**src/rtl/pro3_do_reader.sv**
```systemverilog
// ============================================================================
// Module   : pro3_do_reader
// Purpose  : Receive-side companion to the Pro_3 data register. Captures each
//            new DO word into a small FIFO and, when the CHECK_EN macro is
//            defined, checks DO against a reference model of the register.
// Options  : `define CHECK_EN  -> enables the exp/armed checker (ERR, ERR_CNT)
// Revision : 1.0  initial release
// ============================================================================
`default_nettype none

module pro3_do_reader #(
  parameter int WIDTH = 4,
  parameter int DEPTH = 4
) (
  input  logic                   clka,
  input  logic                   RESTART,
  input  logic                   LOAD,
  input  logic                   NOT,
  input  logic [WIDTH-1:0]       DATA,
  input  logic [WIDTH-1:0]       DO,
  input  logic                   RD,
  output logic [WIDTH-1:0]       Q,
  output logic                   EMPTY,
  output logic                   FULL,
  output logic [$clog2(DEPTH):0] CNT,
  output logic                   OVF,
  output logic [1:0]             r_state,
  output logic                   ERR,
  output logic [3:0]             ERR_CNT
);

  localparam int AW = $clog2(DEPTH);
  localparam int CW = AW + 1;
  localparam logic [CW-1:0] C_DEPTH = CW'(DEPTH);

  typedef enum logic [1:0] {
    ST_IDLE = 2'b00,
    ST_SYNC = 2'b01,
    ST_RUN  = 2'b10,
    ST_HALT = 2'b11
  } state_t;

  state_t            state_q;
  logic              first_q;   // first RUN cycle: push regardless of last_do
  logic              ovf_q;
  logic [AW-1:0]     wr_ptr_q;
  logic [AW-1:0]     rd_ptr_q;
  logic [CW-1:0]     cnt_q;
  logic [CW-1:0]     cnt_d;
  logic              empty_q;
  logic              full_q;
  logic [WIDTH-1:0]  last_do_q;
  logic [WIDTH-1:0]  mem_q [DEPTH];

  logic              pop;
  logic              push_req;
  logic              push_ok;
  logic              ovf_evt;

  // Push/pop qualification and next occupancy; a full FIFO still accepts a
  // push when the same edge pops the head.
  always_comb begin
    pop      = RD && !empty_q;
    push_req = (state_q == ST_RUN) && (first_q || (DO != last_do_q));
    push_ok  = push_req && (!full_q || pop);
    ovf_evt  = push_req && full_q && !pop;
    cnt_d    = cnt_q;
    if (push_ok && !pop) begin
      cnt_d = cnt_q + 1'b1;
    end else if (!push_ok && pop) begin
      cnt_d = cnt_q - 1'b1;
    end
  end

  // Reader state machine with registered first-push and sticky overflow flags.
  always_ff @(posedge clka) begin
    if (RESTART) begin
      state_q <= ST_IDLE;
      first_q <= 1'b0;
      ovf_q   <= 1'b0;
    end else begin
      case (state_q)
        ST_IDLE: state_q <= ST_SYNC;
        ST_SYNC: begin
          if (LOAD) begin
            state_q <= ST_RUN;
            first_q <= 1'b1;
          end
        end
        ST_RUN: begin
          first_q <= 1'b0;
          if (ovf_evt) begin
            ovf_q   <= 1'b1;
            state_q <= ST_HALT;
          end
        end
        ST_HALT: state_q <= ST_HALT;
        default: state_q <= ST_IDLE;
      endcase
    end
  end

  // FIFO pointers, occupancy, registered flags and last pushed word.
  always_ff @(posedge clka) begin
    if (RESTART) begin
      wr_ptr_q  <= '0;
      rd_ptr_q  <= '0;
      cnt_q     <= '0;
      empty_q   <= 1'b1;
      full_q    <= 1'b0;
      last_do_q <= '0;
    end else begin
      if (push_ok) begin
        wr_ptr_q  <= wr_ptr_q + 1'b1;
        last_do_q <= DO;
      end
      if (pop) begin
        rd_ptr_q <= rd_ptr_q + 1'b1;
      end
      cnt_q   <= cnt_d;
      empty_q <= (cnt_d == '0);
      full_q  <= (cnt_d == C_DEPTH);
    end
  end

  // Storage array; stale contents are masked by EMPTY so no reset is needed.
  always_ff @(posedge clka) begin
    if (push_ok) begin
      mem_q[wr_ptr_q] <= DO;
    end
  end

  assign Q       = empty_q ? '0 : mem_q[rd_ptr_q];
  assign EMPTY   = empty_q;
  assign FULL    = full_q;
  assign CNT     = cnt_q;
  assign OVF     = ovf_q;
  assign r_state = state_q;

`ifdef CHECK_EN
  logic [WIDTH-1:0] exp_q;
  logic             armed_q;
  logic             err_q;
  logic [3:0]       err_cnt_q;

  // Reference model of the register; compares DO one cycle after the
  // expectation was formed and is frozen while in IDLE.
  always_ff @(posedge clka) begin
    if (RESTART) begin
      exp_q     <= '0;
      armed_q   <= 1'b0;
      err_q     <= 1'b0;
      err_cnt_q <= '0;
    end else if (state_q != ST_IDLE) begin
      if (armed_q && (DO != exp_q)) begin
        err_q <= 1'b1;
        if (err_cnt_q != 4'hF) begin
          err_cnt_q <= err_cnt_q + 1'b1;
        end
      end
      if (LOAD) begin
        exp_q   <= DATA;
        armed_q <= 1'b1;
      end else if (NOT) begin
        exp_q <= ~exp_q;
      end
    end
  end

  assign ERR     = err_q;
  assign ERR_CNT = err_cnt_q;
`else
  // Checker absent: its inputs are only sunk here.
  logic unused_chk;
  assign unused_chk = ^{NOT, DATA};
  assign ERR        = 1'b0;
  assign ERR_CNT    = 4'h0;
`endif

endmodule

`default_nettype wire

```
**config.mk**
```make
export PLATFORM = sky130hd
export DESIGN_NAME = pro3_do_reader
export DESIGN_NICKNAME = d
export VERILOG_FILES = /design/src/rtl/pro3_do_reader.sv
export SDC_FILE = /design/constraint.sdc
export NUM_CORES = 1
export LEC_CHECK = 0
export CAP_MARGIN = 0
export CORE_MARGIN = 1.5
export CORE_UTILIZATION = 66
export DETAILED_ROUTE_END_ITERATION = 6
export DONT_BUFFER_PORTS = 1
export PLACE_DENSITY = 0.91
export SLEW_MARGIN = 30
export SYNTH_ARGS = -nofsm -noshare
export SYNTH_HDL_FRONTEND = slang
export SYNTH_SLANG_ARGS = --single-unit
export TNS_END_PERCENT = 10
```
**constraint.sdc**
```tcl
create_clock -name clka -period 4.4 [get_ports clka]
set_clock_uncertainty 0.05 [all_clocks]
set_input_delay 0 -clock clka [delete_from_list [all_inputs] [get_ports clka]]
set_output_delay 0 -clock clka [all_outputs]
set_load 0.01 [all_outputs]
```
==> results.json <==
{
  "status": "complete, no violations",
  "gp_congestion": 0.721,
  "hp-class": "in -> reg",
  "grt_use_met3_pct": 7.18,
  "hpwlAfterDp_mm": 1.92,
  "synthTopCellsByArea": "edfxtp_1, dfxtp_1, mux4_2",
  "use_met1_pct": 29.5,
  "clkTransAtPathRegs_ns": 0.11,
  "startpoint_type": "register",
  "timing.final.crit_share_pct": 45.8,
  "max_clock_freq_mhz": 496,
  "grt_pass1_vias": 981,
  "final_cell_area_sq_mm": 0.00169,
  "cp-end-kind": "register",
  "power_density_mw_per_mm2": 460,
  "dp_cells": 160,
  "use_met2_pct": 39.0,
  "grt_overflow": 0,
  "vdd_drop_max_v": 0.000402,
  "start_util_pct": 70.5,
  "min_from": "RD",
  "tns_ns": 0,
  "hold_viol_final": 0,
  "synth_largest_area_cell": "edfxtp_1",
  "rr_endpoint": "CNT[1]",
  "worst-path-stages": 5,
  "post_drt_wl_per_cell_microns": 15.7,
  "dieWidth_microns": 51.8,
  "h-tree-depth": 2,
  "final_util_pct": 75.7,
  "reg2reg_depth": 5,
  "drv_slew": 0,
  "vias_per_cell": 5.71,
  "netlist_instances": 137,
  "rows": 17,
  "die_h_microns": 51.8,
  "dieArea_sq_mm": 0.00269,
  "yosys-top-cells-count": "dfxtp_1, edfxtp_1, nor2_1",
  "required_ns": 4.58,
  "ant_nets": 0,
  "crit_chain": "nor2b_1, nor2_1, o22ai_1, nor2_1, a311oi_1",
  "hold_ws_ns": 0.136,
  "fill_cells": 163,
  "post_synth_num_cell_types": 33,
  "post_cts_resized": 0,
  "slowest_delay_ns": 0.61,
  "vias": 999,
  "power.leakage_nw": 0.634,
  "drtIter0Drc": 47,
  "final_nets": 165,
  "cts_sinks": 35,
  "instances_no_fill": 175,
  "yosys_warnings": 0,
  "hold_depth": 3,
  "grt_use_total_pct": 24.4,
  "seq_area_frac_synth_pct": 54.7,
  "max_slew_margin_pct": 51.8,
  "worst_pin_slew_ns": 0.722,
  "drive_above_1_share_pct": 10.2,
  "antenna_found_initial": 0,
  "cts-buffers-inserted": 5,
  "ys.flop_type": "dfxtp_1",
  "crit_family": "simple AND/OR/NAND/NOR gates",
  "syn_avg_cell_area_sq_um": 11.5,
  "wirelength_mm": 2.75,
  "cts_tree": "built",
  "critPathBufInv": 0,
  "synth-edff-count": 16,
  "port_buffers": 0,
  "crit_top_cell": "nor2_1",
  "diodes": 0,
  "ctsLongestPathBuffers": 2,
  "design.core.area_sq_mm": 0.00223,
  "yosysMostFrequentCell": "dfxtp_1",
  "ff2ff_setup_slack_ns": 2.38,
  "rsz0062_at_grt": "false",
  "period_needed_ns": 2.02,
  "crit_fanout": 10,
  "remaining_drc_errors": 0,
  "yosysTopAreaCellShare_pct": 30.5,
  "area_delta_synth_final_pct": 7.47,
  "worst-setup-path-type": "reg -> reg",
  "drtPass1Iterations": 4,
  "clockRootBuffer": "clkbuf_4",
  "async_flop_share_pct": 0,
  "cp_slowest_cell": "nor2b_1",
  "holdPathEnd": "rd_ptr_q[0]",
  "grt_max_degree": 19,
  "grt_pass1_wl_mm": 4.54,
  "synthesis.area_sq_mm": 0.00157,
  "maxCapViolCount": 0,
  "cp.arrival_ns": 2.20,
  "r2r-start": "EMPTY",
  "clock_latency_ns": 0.33,
  "finalSetupViolCount": 0,
  "io_pins": 30,
  "detailed_place.area_sq_mm": 0.00157,
  "synth-seq-cells": 35,
  "busiest_layer": "met2"
}
==> cells in the final DEF (no fill, tap or decap) <==
master,instances
dfxtp_1,19
edfxtp_1,16
nor2_1,14
nand2_1,11
a21oi_1,8
dlygate4sd3_1,7
nor2b_1,6
ha_1,6
xor2_1,5
conb_1,5
clkbuf_4,5
inv_1,4
mux4_2,4
and3_1,4
xnor2_1,4
nand3_1,4
nand2b_1,3
o21ai_0,3
mux2i_1,3
clkinv_2,3
a21o_1,2
nor3_2,1
a21oi_4,1
o22ai_1,1
a311oi_1,1
a31oi_1,1
nor4_1,1
or4_1,1
a211o_1,1
a221o_1,1
nor3b_2,1
a211oi_1,1
==> worst register-to-register path, stage by stage (launching register included) <==
cell      delay [ns]
dfxtp_1         0.41
nor2b_1         0.61
nor2_1          0.23
o22ai_1         0.27
nor2_1          0.07
a311oi_1        0.28
==> routing by layer <==
layer,vias up,wire [microns]
li1,488,-
met1,469,1210
met2,33,1330
met3,9,129
met4,0,85
met5,-,0
==> logic make-up after synthesis <==
logic type / share of synthesized area (%)
AND/OR/NAND/NOR: 14.7
flip-flops: 54.7
AO/OA/AOI/OAI: 8.51
buffers and inverters: 4.45
XOR/XNOR: 5.01
multiplexers: 7.63
adder cells (fa/ha/maj): 4.77
other: 0.238
==> cell type report <==
type,instances,area [sq um],share of cell area (%)
inverters,4,15.0,0.888
multi-input cells,93,658,38.9
well taps,28,35.0,2.07
repair buffers,7,70.1,4.14
flip-flops and latches,35,861,50.9
clock buffers,5,37.5,2.22
clock inverters,3,15.0,0.888
==> worst max-delay path by stage <==
stage | from | endpoint | slack (ns)
4_1_cts | EMPTY | CNT[2] | 2.40
3_3_place_gp | EMPTY | EMPTY | 2.51
2_1_floorplan | CNT[0] | EMPTY | 2.79
6_report | EMPTY | CNT[1] | 2.38
5_1_grt | EMPTY | CNT[2] | 2.27
3_5_place_dp | EMPTY | EMPTY | 2.44
==> metrics by stage <==
step / setup slack, ns / power, mW
2_1_floorplan: 2.79 / 0.578
3_3_place_gp: 2.51 / 0.595
3_5_place_dp: 2.44 / 0.612
4_1_cts: 2.40 / 0.780
5_1_grt: 2.27 / 0.821
6_report: 2.38 / 0.779
==> timing repair <==
action                                  4_1_cts  5_1_grt
hold buffers                                  7        0
setup buffers                                 0        0
hold endpoints to repair                     35        0
endpoints found under the setup margin        0        0
==> power by group <==
part	internal (mW)	total [mW]	switching [mW]	leakage, nW
registers	0.371	0.418	0.0477	0.300
logic	0.0896	0.198	0.109	0.299
clock network	0.0594	0.162	0.103	0.0347
total	0.520	0.779	0.259	0.634
==> flip-flops by register name (all words and copies together), names as in the netlist, named ones only <==
name / count
OVF: 1
EMPTY: 1
r_state: 2
rd_ptr_q: 2
FULL: 1
last_do_q: 4
first_q: 1
wr_ptr_q: 2
CNT: 3
mem_q: 16
No activity file was read; power rests on OpenSTA's default activity.
